`src/rtl/ssc_acia_rx.sv`:
```
// Receive half of a 6551-compatible ACIA: 16x oversampled deframer for 5-8 data bits,
// optional parity and one stop bit, with RDRF/overrun/framing/parity status.
module ssc_acia_rx #(
  parameter int SYNC_STAGES = 2,
  parameter int OVERSAMPLE  = 16
) (
  input  logic       CLK_14M,
  input  logic       RESET,
  input  logic       BAUD16_CE,
  input  logic       RXD,
  input  logic [1:0] WORD_LEN,
  input  logic       PARITY_EN,
  input  logic [1:0] PARITY_MODE,
  input  logic       RD_DATA,
  output logic [7:0] RX_DATA,
  output logic       RDRF,
  output logic       OVERRUN,
  output logic       FRAMING_ERR,
  output logic       PARITY_ERR,
  output logic       RX_BUSY
);

  localparam int TW = $clog2(OVERSAMPLE);
  localparam logic [TW-1:0] MID_TICK  = TW'(OVERSAMPLE / 2 - 1);
  localparam logic [TW-1:0] LAST_TICK = TW'(OVERSAMPLE - 1);

  typedef enum logic [2:0] {S_IDLE, S_START, S_DATA, S_PARITY, S_STOP} state_t;

  state_t                 state, state_next;
  logic [SYNC_STAGES-1:0] sync_q;
  logic                   rxs;
  logic [TW-1:0]          tick_cnt;
  logic [2:0]             bit_idx;
  logic                   armed;
  logic [1:0]             wl_q;
  logic                   par_en_q;
  logic [1:0]             pmode_q;
  logic [7:0]             shift_q;
  logic                   pe_q;
  logic [2:0]             last_idx;
  logic                   start_det, start_ok, bit_smp, par_smp, frame_done, tick_clr;

  function automatic logic parity_err(input logic [1:0] mode, input logic [7:0] d,
                                      input logic pbit);
    case (mode)
      2'b00:   return ~^{d, pbit};
      2'b01:   return ^{d, pbit};
      2'b10:   return ~pbit;
      default: return pbit;
    endcase
  endfunction

  assign rxs      = sync_q[SYNC_STAGES-1];
  assign last_idx = 3'd7 - {1'b0, wl_q};
  assign RX_BUSY  = (state != S_IDLE);

  always_ff @(posedge CLK_14M) begin
    if (RESET) sync_q <= '1;
    else       sync_q <= {sync_q[SYNC_STAGES-2:0], RXD};
  end

  always_ff @(posedge CLK_14M) begin
    if (RESET) state <= S_IDLE;
    else       state <= state_next;
  end

  always_comb begin
    state_next = state;
    start_det  = 1'b0;
    start_ok   = 1'b0;
    bit_smp    = 1'b0;
    par_smp    = 1'b0;
    frame_done = 1'b0;
    if (BAUD16_CE) begin
      case (state)
        S_IDLE: if (armed && !rxs) begin
          state_next = S_START;
          start_det  = 1'b1;
        end
        S_START: if (tick_cnt == MID_TICK) begin
          if (!rxs) begin
            state_next = S_DATA;
            start_ok   = 1'b1;
          end else begin
            state_next = S_IDLE;
          end
        end
        S_DATA: if (tick_cnt == LAST_TICK) begin
          bit_smp = 1'b1;
          if (bit_idx == last_idx) state_next = par_en_q ? S_PARITY : S_STOP;
        end
        S_PARITY: if (tick_cnt == LAST_TICK) begin
          par_smp    = 1'b1;
          state_next = S_STOP;
        end
        S_STOP: if (tick_cnt == LAST_TICK) begin
          frame_done = 1'b1;
          state_next = S_IDLE;
        end
        default: state_next = S_IDLE;
      endcase
    end
    tick_clr = start_det | start_ok | bit_smp | par_smp | frame_done;
  end

  // Control: tick/bit counters, break re-arm, and per-frame config snapshot
  always_ff @(posedge CLK_14M) begin
    if (RESET) begin
      tick_cnt <= '0;
      bit_idx  <= '0;
      armed    <= 1'b0;
      wl_q     <= '0;
      par_en_q <= 1'b0;
      pmode_q  <= '0;
    end else begin
      if (state == S_IDLE && rxs) armed <= 1'b1;
      if (BAUD16_CE) begin
        if (tick_clr || state == S_IDLE) tick_cnt <= '0;
        else                             tick_cnt <= tick_cnt + 1'b1;
        if (start_ok)     bit_idx <= '0;
        else if (bit_smp) bit_idx <= bit_idx + 3'd1;
        if (frame_done) armed <= rxs;
      end
      if (start_det) begin
        wl_q     <= WORD_LEN;
        par_en_q <= PARITY_EN;
        pmode_q  <= PARITY_MODE;
      end
    end
  end

  always_ff @(posedge CLK_14M) begin
    if (start_ok) begin
      shift_q <= '0;
      pe_q    <= 1'b0;
    end else begin
      if (bit_smp) shift_q[bit_idx] <= rxs;
      if (par_smp) pe_q <= parity_err(pmode_q, shift_q, rxs);
    end
  end

  // A completion coinciding with a CPU read behaves as if the register were empty
  always_ff @(posedge CLK_14M) begin
    if (RESET) begin
      RX_DATA     <= '0;
      RDRF        <= 1'b0;
      OVERRUN     <= 1'b0;
      FRAMING_ERR <= 1'b0;
      PARITY_ERR  <= 1'b0;
    end else if (frame_done && (!RDRF || RD_DATA)) begin
      RX_DATA     <= shift_q;
      FRAMING_ERR <= ~rxs;
      PARITY_ERR  <= pe_q;
      RDRF        <= 1'b1;
      if (RD_DATA) OVERRUN <= 1'b0;
    end else if (frame_done) begin
      OVERRUN <= 1'b1;
    end else if (RD_DATA) begin
      RDRF        <= 1'b0;
      OVERRUN     <= 1'b0;
      FRAMING_ERR <= 1'b0;
      PARITY_ERR  <= 1'b0;
    end
  end

endmodule
```
`config.mk`:
```
export PLATFORM = sky130hd
export DESIGN_NAME = ssc_acia_rx
export DESIGN_NICKNAME = d
export VERILOG_FILES = /design/src/rtl/ssc_acia_rx.sv
export SDC_FILE = /design/constraint.sdc
export NUM_CORES = 1
export LEC_CHECK = 0
export CORE_MARGIN = 2
export CORE_UTILIZATION = 30
export DETAILED_ROUTE_END_ITERATION = 10
export MAX_ROUTING_LAYER = met4
export SLEW_MARGIN = 10
export SYNTH_ARGS = -nofsm -noshare
export SYNTH_HDL_FRONTEND = slang
export SYNTH_SLANG_ARGS = --single-unit
```
`constraint.sdc`:
```
create_clock -name CLK_14M -period 1.75 [get_ports CLK_14M]
set_input_delay 0.2625 -clock CLK_14M [delete_from_list [all_inputs] [get_ports CLK_14M]]
set_output_delay 0.2625 -clock CLK_14M [all_outputs]
set_load 0.01 [all_outputs]
```
==> metrics.yaml <==
outcome:
  status: "finished clean"
timing:
  rsz0062_at_grt: "no"
  fin_crit_sh_pct: 95.8
  slew_headroom_pct: 76.2
  period_minus_slack_ns: 1.68
  drv_slew: 0
  clock_skew_ns: 0.00193
  worst_slew_pin_slew_ns: 0.356
  finalSetupViolCount: 0
  fmax_mhz: 596
  hold_viol: 0
synthesis:
  synth_edf_count: 0
  synth_most_common_cell: "dfxtp_1"
  yosysTopAreaCell: "dfxtp_1"
  syn-num-nets: 217
  synthArstFlopShare_pct: 0
  yosys.area.top_type_share_pct: 41.9
  synth_area_leaders: "dfxtp_1 (42%), mux2i_1 (7.5%), nand3b_1 (4.8%)"
  ys_warn_count: 0
  yosysSeqAreaShare_pct: 41.9
  ys_seq_elements: 39
  synth-main-ff-cell: "dfxtp_1"
  syn_area_per_cell_sq_um: 9.09
  syn_area_sq_mm: 0.00186
  synth_commonest_cells: "dfxtp_1 (39), nor2_1 (23), mux2i_1 (14)"
  syn_inst: 205
  synth_cell_types: 36
setup_path:
  crit_type: "reg2out"
  worst_setup_path_start_kind: "flip-flop"
  path_delay_family: "buffers and inverters"
  cp.arrival_ns: 1.41
  cp_max_fo: 10
  path_buf_inv: 2
  max_stage_delay_ns: 0.47
  crit_path_cell_trace: "nor3_4 -> inv_1 -> clkdlybuf4s50_1"
  r2r_slack_ns: 0.11
  required_ns: 1.49
  end_kind: "output pin"
  slowest_stage: "clkdlybuf4s50_1"
floorplanning:
  start_util_pct: 31.3
  num_rows: 28
  coreArea_sq_mm: 0.00596
  die_area_sq_mm: 0.00686
  die_w_um: 82.8
  io_pins: 23
  dieHeight_um: 82.8
global_route:
  grt_pass1_wl_mm: 6.90
  grt_start_max_net_pins: 31
  grt-ovfl-total: 0
  grt_pass1_vias: 1500
  grt_usage_pct: 12.4
  antenna_found_initial: 0
routing:
  vias: 1531
  drcViolationCount: 0
  wl_mm: 3.79
  final_antenna_net_count: 0
  post_drt_wl_per_cell_um: 12.0
  drt_iter0_drc: 116
  viasPerCell: 4.84
  dr.pass1.iters: 4
power:
  p_leak_nw: 0.984
  pwr-share-comb_pct: 5.5
  powerDensity_mw_per_mm2: 671
  switchingPower_w: 0.000363
  p_clk_share_pct: 39.0
  ir_drop_mv: 0.272
  seqPwrFrac_pct: 55.5
  p_int_w: 0.00126
  switching_share_pct: 22.3
cells_and_area:
  num_antenna_cells: 0
  final_cells: 316
  drive_gt1_share_pct: 19.1
  nNetsFinal: 252
  final_area_sq_mm: 0.00242
  syn2layout_area_growth_pct: 30.0
clock_tree:
  post-cts-setup-buffer-count: 0
  root_buffer: "clkbuf_8"
  cts_tree: "done"
  clock_path_buffers: 2
  h-tree-depth: 2
  clk_latency_ns: 0.29
  cts.sink_count: 39
  cts_made_buffers: 5
  path_clk_slew_ns: 0.07
min_path:
  min-delay-path-class: "reg2reg"
placed_design:
  post_dp_cell_area_sq_mm: 0.00229
  place_congestion: 0.797
  dp_cells: 308
  port_buffers: 22
  dp_hpwl_mm: 2.66
job:
  maxCapViolCount: 0
power by group through the flow:
stage | Combinational [W] | Clock, W | Sequential, W
6_report | 0.0000895 | 0.000634 | 0.000904
2_1_floorplan | 0.0000500 | 0 | 0.000919
3_5_place_dp | 0.0000897 | 0 | 0.000926
5_1_grt | 0.0000988 | 0.000696 | 0.000905
4_1_cts | 0.0000908 | 0.000660 | 0.000905
3_3_place_gp | 0.0000887 | 0 | 0.000926
cell type report:
type	instances	area [sq um]
Clock buffer	7	86.3
Clock inverter	1	8.76
Fill cell	592	3530
Inverter	7	26.3
Multi-Input combinational cell	146	1020
Sequential cell	39	793
Tap cell	75	93.8
Timing Repair Buffer	41	390
per-layer routing:
metal | up-vias | wire length (um) | GRT usage (%)
li1 | 792 | - | -
met1 | 709 | 1840 | 15.3
met2 | 25 | 1750 | 19.4
met3 | 5 | 164 | 3.48
met4 | 0 | 36 | 4.17
met5 | - | 0 | -
metrics by stage:
stage          power (W)  TNS, ns  utilization, %  worst slack (ns)  hold slack [ns]
4_1_cts          0.00166        0            40.2           0.00204            0.413
6_report         0.00163        0            40.7            0.0729            0.411
3_5_place_dp     0.00102    -3.45            38.4            -0.220            0.395
3_3_place_gp     0.00102    -2.77            38.4            -0.178            0.394
5_1_grt          0.00170        0            40.7           0.00148            0.431
2_1_floorplan   0.000969        0               -            0.0301            0.342
worst register-to-register path, delay by kind of cell, from the launching register on:
family	cells	cell delay [ns]
simple gates	1	0.16
compound gates	4	0.89
fa+ha+maj	1	0.15
flops	1	0.37
flip-flops by register name (all words and copies together) (netlist names):
signal / count
wl_q: 2
pe_q: 1
armed: 1
PARITY_ERR: 1
RX_DATA: 8
bit_idx: 3
state: 3
par_en_q: 1
shift_q: 8
FRAMING_ERR: 1
RDRF: 1
pmode_q: 2
OVERRUN: 1
tick_cnt: 4
sync_q: 2
cell families after synthesis:
group           Yosys count  share of synthesized area, %
mux                      16                          8.72
fa+ha+maj                 2                          1.34
xor+xnor                 12                          5.64
simple gates             85                          27.0
buf+inv                  20                          4.43
compound gates           31                          11.0
flops                    39                          41.9
cells in the final DEF, fill, tap and decap left out, types with 2 or more instances in the layout:
cell             count
dfxtp_2              4
xor2_1               5
mux2_2               2
inv_1                7
a31oi_1              2
nand4_1              4
nand2_1              9
clkbuf_8             6
nand3b_1            12
buf_12               2
dfxtp_4              2
buf_4               17
or2_2                2
a2bb2oi_1            2
mux2i_1             14
a21oi_1             11
o211ai_2             2
nor3_4               2
nand3_1              9
xnor2_1              7
nand2b_1             8
nor2_1              23
dfxtp_1             33
nand4b_1             3
nor3_1               6
o21ai_0              7
clkdlybuf4s50_1     21
nor4_2               3
final timing paths:
| path | depth (start not counted) | endpoint | start |
|---|---|---|---|
| max | 3 | RX_BUSY | state[1] |
| max reg2reg | 6 | state[0] | tick_cnt[0] |
| min reg2reg | 1 | sync_q[1] | sync_q[0] |
| min | 1 | sync_q[1] | sync_q[0] |
what timing repair did:
| item | CTS | global route |
|---|---|---|
| endpoints found under the setup margin | 1 | 23 |
| pin swaps | 0 | 2 |
| resized for setup | 3 | 10 |
| hold buffers | 0 | 0 |
Power figures use the tool's default switching activity.
